[src/rtl/gfx_wbm_read_sched.sv]
// gfx_wbm_read_sched: three-master registered read arbiter for the wbm read port, m1 priority with starvation limit
module gfx_wbm_read_sched #(
  parameter int MAX_CONSEC = 4
) (
  input  logic        clk_i,
  input  logic        rst_i,
  output logic        master_busy_o,
  output logic        read_request_o,
  output logic [31:2] addr_o,
  output logic [3:0]  sel_o,
  input  logic [31:0] dat_i,
  input  logic        ack_i,
  input  logic        m0_read_request_i,
  input  logic [31:2] m0_addr_i,
  input  logic [3:0]  m0_sel_i,
  output logic [31:0] m0_dat_o,
  output logic        m0_ack_o,
  input  logic        m1_read_request_i,
  input  logic [31:2] m1_addr_i,
  input  logic [3:0]  m1_sel_i,
  output logic [31:0] m1_dat_o,
  output logic        m1_ack_o,
  input  logic        m2_read_request_i,
  input  logic [31:2] m2_addr_i,
  input  logic [3:0]  m2_sel_i,
  output logic [31:0] m2_dat_o,
  output logic        m2_ack_o
);
  typedef enum logic {IDLE, BUSY} state_t;
  localparam logic [3:0] MAXC = 4'(MAX_CONSEC);
  state_t      state;
  logic [1:0]  grant, win;
  logic        rr, others, any_req, m1_win, bus_ack;
  logic [3:0]  consec;
  always_comb begin
    others  = m0_read_request_i | m2_read_request_i;
    any_req = others | m1_read_request_i;
    m1_win  = m1_read_request_i & (consec < MAXC | ~others);
    win     = m1_win ? 2'd1
            : (m0_read_request_i & m2_read_request_i) ? (rr ? 2'd2 : 2'd0)
            : m0_read_request_i ? 2'd0 : 2'd2;
    bus_ack = state == BUSY & ack_i;
  end
  always_ff @(posedge clk_i)
    if (!rst_i) begin
      state          <= IDLE;
      read_request_o <= 1'b0;
      addr_o         <= '0;
      sel_o          <= '0;
      grant          <= 2'd0;
      rr             <= 1'b0;
      consec         <= '0;
    end else if (state == IDLE) begin
      if (any_req) begin
        state          <= BUSY;
        read_request_o <= 1'b1;
        grant          <= win;
        addr_o         <= win == 2'd0 ? m0_addr_i : win == 2'd1 ? m1_addr_i : m2_addr_i;
        sel_o          <= win == 2'd0 ? m0_sel_i : win == 2'd1 ? m1_sel_i : m2_sel_i;
        if (m1_win)
          consec <= !others ? 4'd0 : consec == MAXC ? MAXC : consec + 4'd1;
        else begin
          consec <= 4'd0;
          rr     <= ~rr;
        end
      end
    end else if (ack_i) begin
      state          <= IDLE;
      read_request_o <= 1'b0;
    end
  assign m0_ack_o      = bus_ack & grant == 2'd0;
  assign m1_ack_o      = bus_ack & grant == 2'd1;
  assign m2_ack_o      = bus_ack & grant == 2'd2;
  assign m0_dat_o      = dat_i;
  assign m1_dat_o      = dat_i;
  assign m2_dat_o      = dat_i;
  assign master_busy_o = any_req | state == BUSY;
endmodule

[config.mk]
export PLATFORM = sky130hd
export DESIGN_NAME = gfx_wbm_read_sched
export DESIGN_NICKNAME = d
export VERILOG_FILES = /design/src/rtl/gfx_wbm_read_sched.sv
export SDC_FILE = /design/constraint.sdc
export NUM_CORES = 1
export LEC_CHECK = 0
export CAP_MARGIN = 20
export CORE_MARGIN = 5
export CORE_UTILIZATION = 31
export CTS_CLUSTER_DIAMETER = 100
export DETAILED_ROUTE_END_ITERATION = 12
export GPL_TIMING_DRIVEN = 0
export MAX_ROUTING_LAYER = met4
export PLACE_DENSITY = 0.88
export SLEW_MARGIN = 20
export SYNTH_ARGS = -nofsm -noshare
export SYNTH_HDL_FRONTEND = slang
export SYNTH_SLANG_ARGS = --single-unit
[constraint.sdc]
create_clock -name clk_i -period 1.65 [get_ports clk_i]
set_input_delay 0.33 -clock clk_i [delete_from_list [all_inputs] [get_ports clk_i]]
set_output_delay 0.33 -clock clk_i [all_outputs]
set_load 0.1 [all_outputs]
# Word-level counts from Yosys, hierarchy flattened
# Cells that the tools add are included.
[word_totals]
regBits = 43
in_bits = 140
output_inout_bits = 135
word_cells = 51
[classes]
add_sub_neg = 1
order_cmp = 1
n_eq_ne = 5
n_mux = 17
n_bitwise = 14
n_reduce_logical = 6
[op_table]
columns = ["op", "n"]
rows = [
  ["$mux 30", 2],
  ["$mux 4", 5],
  ["$mux 2", 4],
  ["$and 1x1->1", 6],
  ["$mux 1", 6],
  ["$add 4x1->4 const B", 1],
  ["$eq 2x1->1 const B", 2],
  ["$eq 4x3->1 const B", 1],
  ["$logic_not 2->1", 2],
  ["$lt 4x3->1 const B", 1],
  ["$not 1->1", 4],
  ["$or 1x1->1", 4],
  ["$reduce_and 2->1", 2],
  ["$reduce_and 3->1", 1],
  ["$eq 2x2->1 const B", 1],
  ["$ne 2x2->1 const B", 1],
  ["$reduce_bool 2->1", 1],
]

# Logic depth before layout (Yosys ltp)
[depth]
depth_word = 8
ltp_mapped = 7
depth_no_buf = 4

# Worst setup path after synthesis
# No wires, ideal clock.
[synth_timing]
path_kind = "reg2out"
from = "register state"
to = "output port m1_ack_o"
t_arrival_ns = 2.752
path_slack_ns = -1.432
path_stages_with_launch = 3
path_buffers = 0
path_cell_list = "dfxtp_1 nand2_1 nor3b_1"
[synth_via]
elab_chain_cells = 2
[synth_lines]
columns = ["element", "line_no", "text"]
rows = [
  ["from (decl)", "31", "state_t state;"],
  ["from (signal assigned)", "46", "state <= IDLE;"],
  ["from (signal assigned)", "55", "state <= BUSY;"],
  ["from (signal assigned)", "68", "state <= IDLE;"],
  ["$and 1x1->1", "42", "bus_ack = state == BUSY & ack_i;"],
  ["$and 1x1->1", "72", "assign m1_ack_o = bus_ack & grant == 2'd1;"],
  ["to (decl)", "22", "output logic m1_ack_o,"],
]
# No other way between the ends.

# Worst setup path after layout
[layout_timing]
from = "input port dat_i[0]"
to = "output port m2_dat_o[0]"
[layout_lines]
columns = ["element", "line_no", "text"]
rows = [
  ["from (decl)", "11", "input logic [31:0] dat_i,"],
  ["to (decl)", "26", "output logic [31:0] m2_dat_o,"],
]
# No word-level cell between the ends.

==> summary.md <==
| Metric | Value |
|---|---|
| Met2 WL | `6739 um` |
| Synth Warn # | `0` |
| R2r endpoint | `addr_o[29]$_SDFFE_PN0P_` |
| WL/cell | `17.05 um` |
| # nets final | `763` |
| Setup_tns | `0 ps` |
| Pin count of the biggest net entering global routing | `14` |
| Ant. Diodes | `0` |
| Effective utilization at floorplan | `32.08%` |
| Fillers | `860` |
| Vias | `roughly 3400` |
| Finish-stage setup viols | `0` |
| Drt pass-1 iters | `4` |
| Critical path class | `in2out` |
| Status | `finished, final reports clean` |
| Flop2flop setup slack | `around 70 ps` |
| # H-tree levels | `2` |
| Pleak | `between 2 and 3 nW` |
| CTS clk-pin slew, worst paths | `approximately 90 ps` |
| Period Utilization, post-route | `around 99%` |
| Post-route cell area | `5703 um^2` |
| Core ar. | `~9300 um^2` |
| Vias in the first global route | `~3500` |
| Vias/cell | `roughly 4.6` |
| Initial DRC count | `~120` |
| Sw Share | `between 40 and 50%` |
| Die footprint | `approximately 12000 um^2` |
| Critical path launch point type | `primary input` |
| GRT Util Overall | `20.81%` |
| Peak supply drop | `approximately 460 uV` |
| Clock power frac | `a little under a fifth` |
| Die Width | `108.0 um` |
| CTS tree | `yes` |
| Top-area cell type share of the netlist area | `28.91%` |
| Multi-input gate area | `between 1000 and 1500 um^2` |
| CP top delay family | `buffers and inverters` |
| Slew HR | `a little under a third` |
| Area leader, netlist | `dfxtp_1` |
| Die Y | `about 110 um` |
| Register area share after synthesis | `between 20% and 30%` |
| Slew @ Worst Pin | `1042 ps` |
| Internal power | `about 2.4 mW` |
| CP Max Fanout | `3` |
| Max-cap violations | `0` |
| Reg2Reg Launch Point | `state$_SDFF_PN0_` |
| Max-slew violations | `0` |
| Post-synthesis cell area | `2978 um^2` |
| Sequential power share | `around 25%` |
| Post-Synthesis Cells | `370` |
| Pwr Total | `4.726 mW` |
| Unrepaired setup endpoints after global routing | `no` |
| Hold Crit Endpoint | `read_request_o$_SDFFE_PN0P_` |
| Grt ovf | `0` |
| Fin crit period | `1636 ps` |
| Met1 WL | `4481 um` |
| Maximum clock rate | `between 600 and 700 MHz` |
| Final Hold Viols | `0` |
| Layout area overhead | `91.51%` |
| Synth cell types | `32` |
| Arrival @ worst endpoint | `1310 ps` |
| Cell row count | `35` |
| Placer Congestion | `about 0.77` |
| Top-count cell post-synth | `buf_4` |
| Buffers plus inverters on the worst setup path | `2` |
| Hold buffer count at CTS | `0` |
| Wire length on met3 | `about 1100 um` |
| Cell Area, Placed | `5609 um^2` |
| WHS Path Cells | `2` |
| # DRC | `0` |
| Cell Chain, Critical Path | `buf_4, dlygate4sd2_1` |
| Cell count along the critical path | `2` |
| Hold Path Class | `reg2reg` |
| Worst path slowest cell | `dlygate4sd2_1` |
| Post-synth EDFFs | `0` |
| Post-DP HPWL | `between 10000 and 15000 um` |
| Max stage delay on crit path | `around 900 ps` |
| Share of cells above drive strength 1 | `29.74%` |
| Syn nets | `roughly 510` |
| CTS sink count | `43` |
| Required time worst endpoint | `roughly 1300 ps` |
| Power per Cell Area | `828.6 nW/um^2` |
| Cells on worst reg2reg path | `7` |
| Synth Register Bits | `43` |
| FF/Latch Area | `approximately 870 um^2` |
| Clock Skews | `about 8.5 ps` |
| First-pass GRT wire length | `18480 um` |
| Synth top area cells | `dfxtp_1 29%, buf_4 24%, nand2_1 8.8%, and3_1 7.6%, o2bb2ai_1 7.1%` |
| Final WL | `between 10000 and 15000 um` |
| Clock buffer depth | `2` |
| Switching pwr | `roughly 2.4 mW` |
| Synth top cells by count | `97 x buf_4, 70 x nand2_1, 43 x dfxtp_1` |
| Average size of a mapped cell | `roughly 8.0 um^2` |
| Synth Flop Type | `dfxtp_1` |
| Routed Antenna Nets | `0` |
| Clock insertion delay at the later pin of the skew report | `roughly 290 ps` |
| Initial antenna violation count | `0` |
| Port Buffers | `about 240` |
| Ys async rst share | `0%` |
| CP Capture Type | `primary output` |
| CTS Buf Count | `5` |
| Clock root buffer master | `clkbuf_8` |
| Top layer in use | `met4` |
| I/O pins | `275` |
| Combinational Power Share | `between 50 and 60%` |
| HP Start | `read_request_o$_SDFFE_PN0P_` |
cell type report:
type | count | share of cell area, %
Tap cell | 129 | 2.830
Sequential cell | 43 | 15.18
Multi-Input combinational cell | 205 | 23.10
Timing Repair Buffer | 244 | 41.51
Inverter | 3 | 0.1975
Clock buffer | 6 | 1.448
Buffer | 119 | 15.12
Clock inverter | 2 | 0.6143
power by group through the flow:
stage	Sequential (mW)	Combinational, mW	Clock, mW
detailed placement	1.22	2.78	0
CTS	1.19	2.68	0.884
global placement	1.21	2.74	0
global route	1.21	2.76	0.931
finish	1.19	2.67	0.863
floorplan	1.79	1.42	0
cell families after synthesis:
logic type	synth area share, %
buffers and inverters	28.99
flip-flops	28.91
multiplexers	0.3361
XOR/XNOR	0.2942
adder cells (fa/ha/maj)	0.8402
AO/OA/AOI/OAI	20.34
AND/OR/NAND/NOR	20.29
cells in the final DEF (no fill, tap or decap), types with 2 or more instances in the layout:
master           netlist  layout
a22oi_1                3       3
and2_1                 3       3
and3_1                36      36
buf_2                  8       7
buf_4                 97     101
buf_6                  4       6
clkbuf_1               9       5
clkbuf_2               1       4
clkbuf_8               0       6
clkdlybuf4s15_2        0      35
clkdlybuf4s50_1        0     103
dfxtp_1               43      41
dlygate4sd2_1          0      99
ha_1                   2       2
inv_1                  3       3
nand2_1               70      69
nor2_1                 2       2
nor2b_1                4       4
nor3_4                 0       2
nor3b_4                0       3
o21ai_0               31      31
o21ai_1                5       5
o2bb2ai_1             24      24
o2bb2ai_2             10      10
sequential cells by signal, summed over array words and instances, names as in the netlist:
name and count:
addr_o 30, consec 4, sel_o 4, grant 2, read_request_o 1, rr 1
state 1
stage by stage:
step / util (%) / std cells / hold WS, ps / worst slack [ps]
CTS: 61.43 / 752 / 451.7 / 0.4797
finish: 61.43 / 751 / 446.9 / 14.27
detailed placement: 60.42 / 741 / 440.5 / -968.6
floorplan: - / 370 / 453.2 / 7.224
global placement: 60.42 / 741 / 436.7 / -960.7
global route: 61.43 / 751 / 484.0 / 4.963
how the worst max path moves through the flow:
| stage | start | endpoint | slack [ps] |
|---|---|---|---|
| after CTS | state$_SDFF_PN0_ | m1_ack_o | 0.5 |
| after global routing | grant[0]$_SDFFE_PN0P_ | m1_ack_o | 5 |
| after floorplan | grant[1]$_SDFFE_PN0P_ | m2_ack_o | 7 |
| after detailed placement | ack_i | m2_ack_o | -970 |
| final | dat_i[0] | m2_dat_o[0] | 10 |
| after global placement | ack_i | m2_ack_o | -960 |
repair_timing:
action                                  4_1_cts  5_1_grt
resized for setup                           239       12
cloned                                        0        0
pin swaps                                     3        3
setup buffers                                 3        0
endpoints found under the setup margin      170       28
per-layer routing:
| layer | vias to the layer above | track usage (%) |
|---|---|---|
| met4 | 0 | 7.574 |
| met2 | 176 | 38.32 |
| met3 | 30 | 5.970 |
| met1 | 1566 | 20.84 |
| li1 | 1656 | - |
| met5 | - | - |
Note: power is estimated with default switching activity, not from simulation.
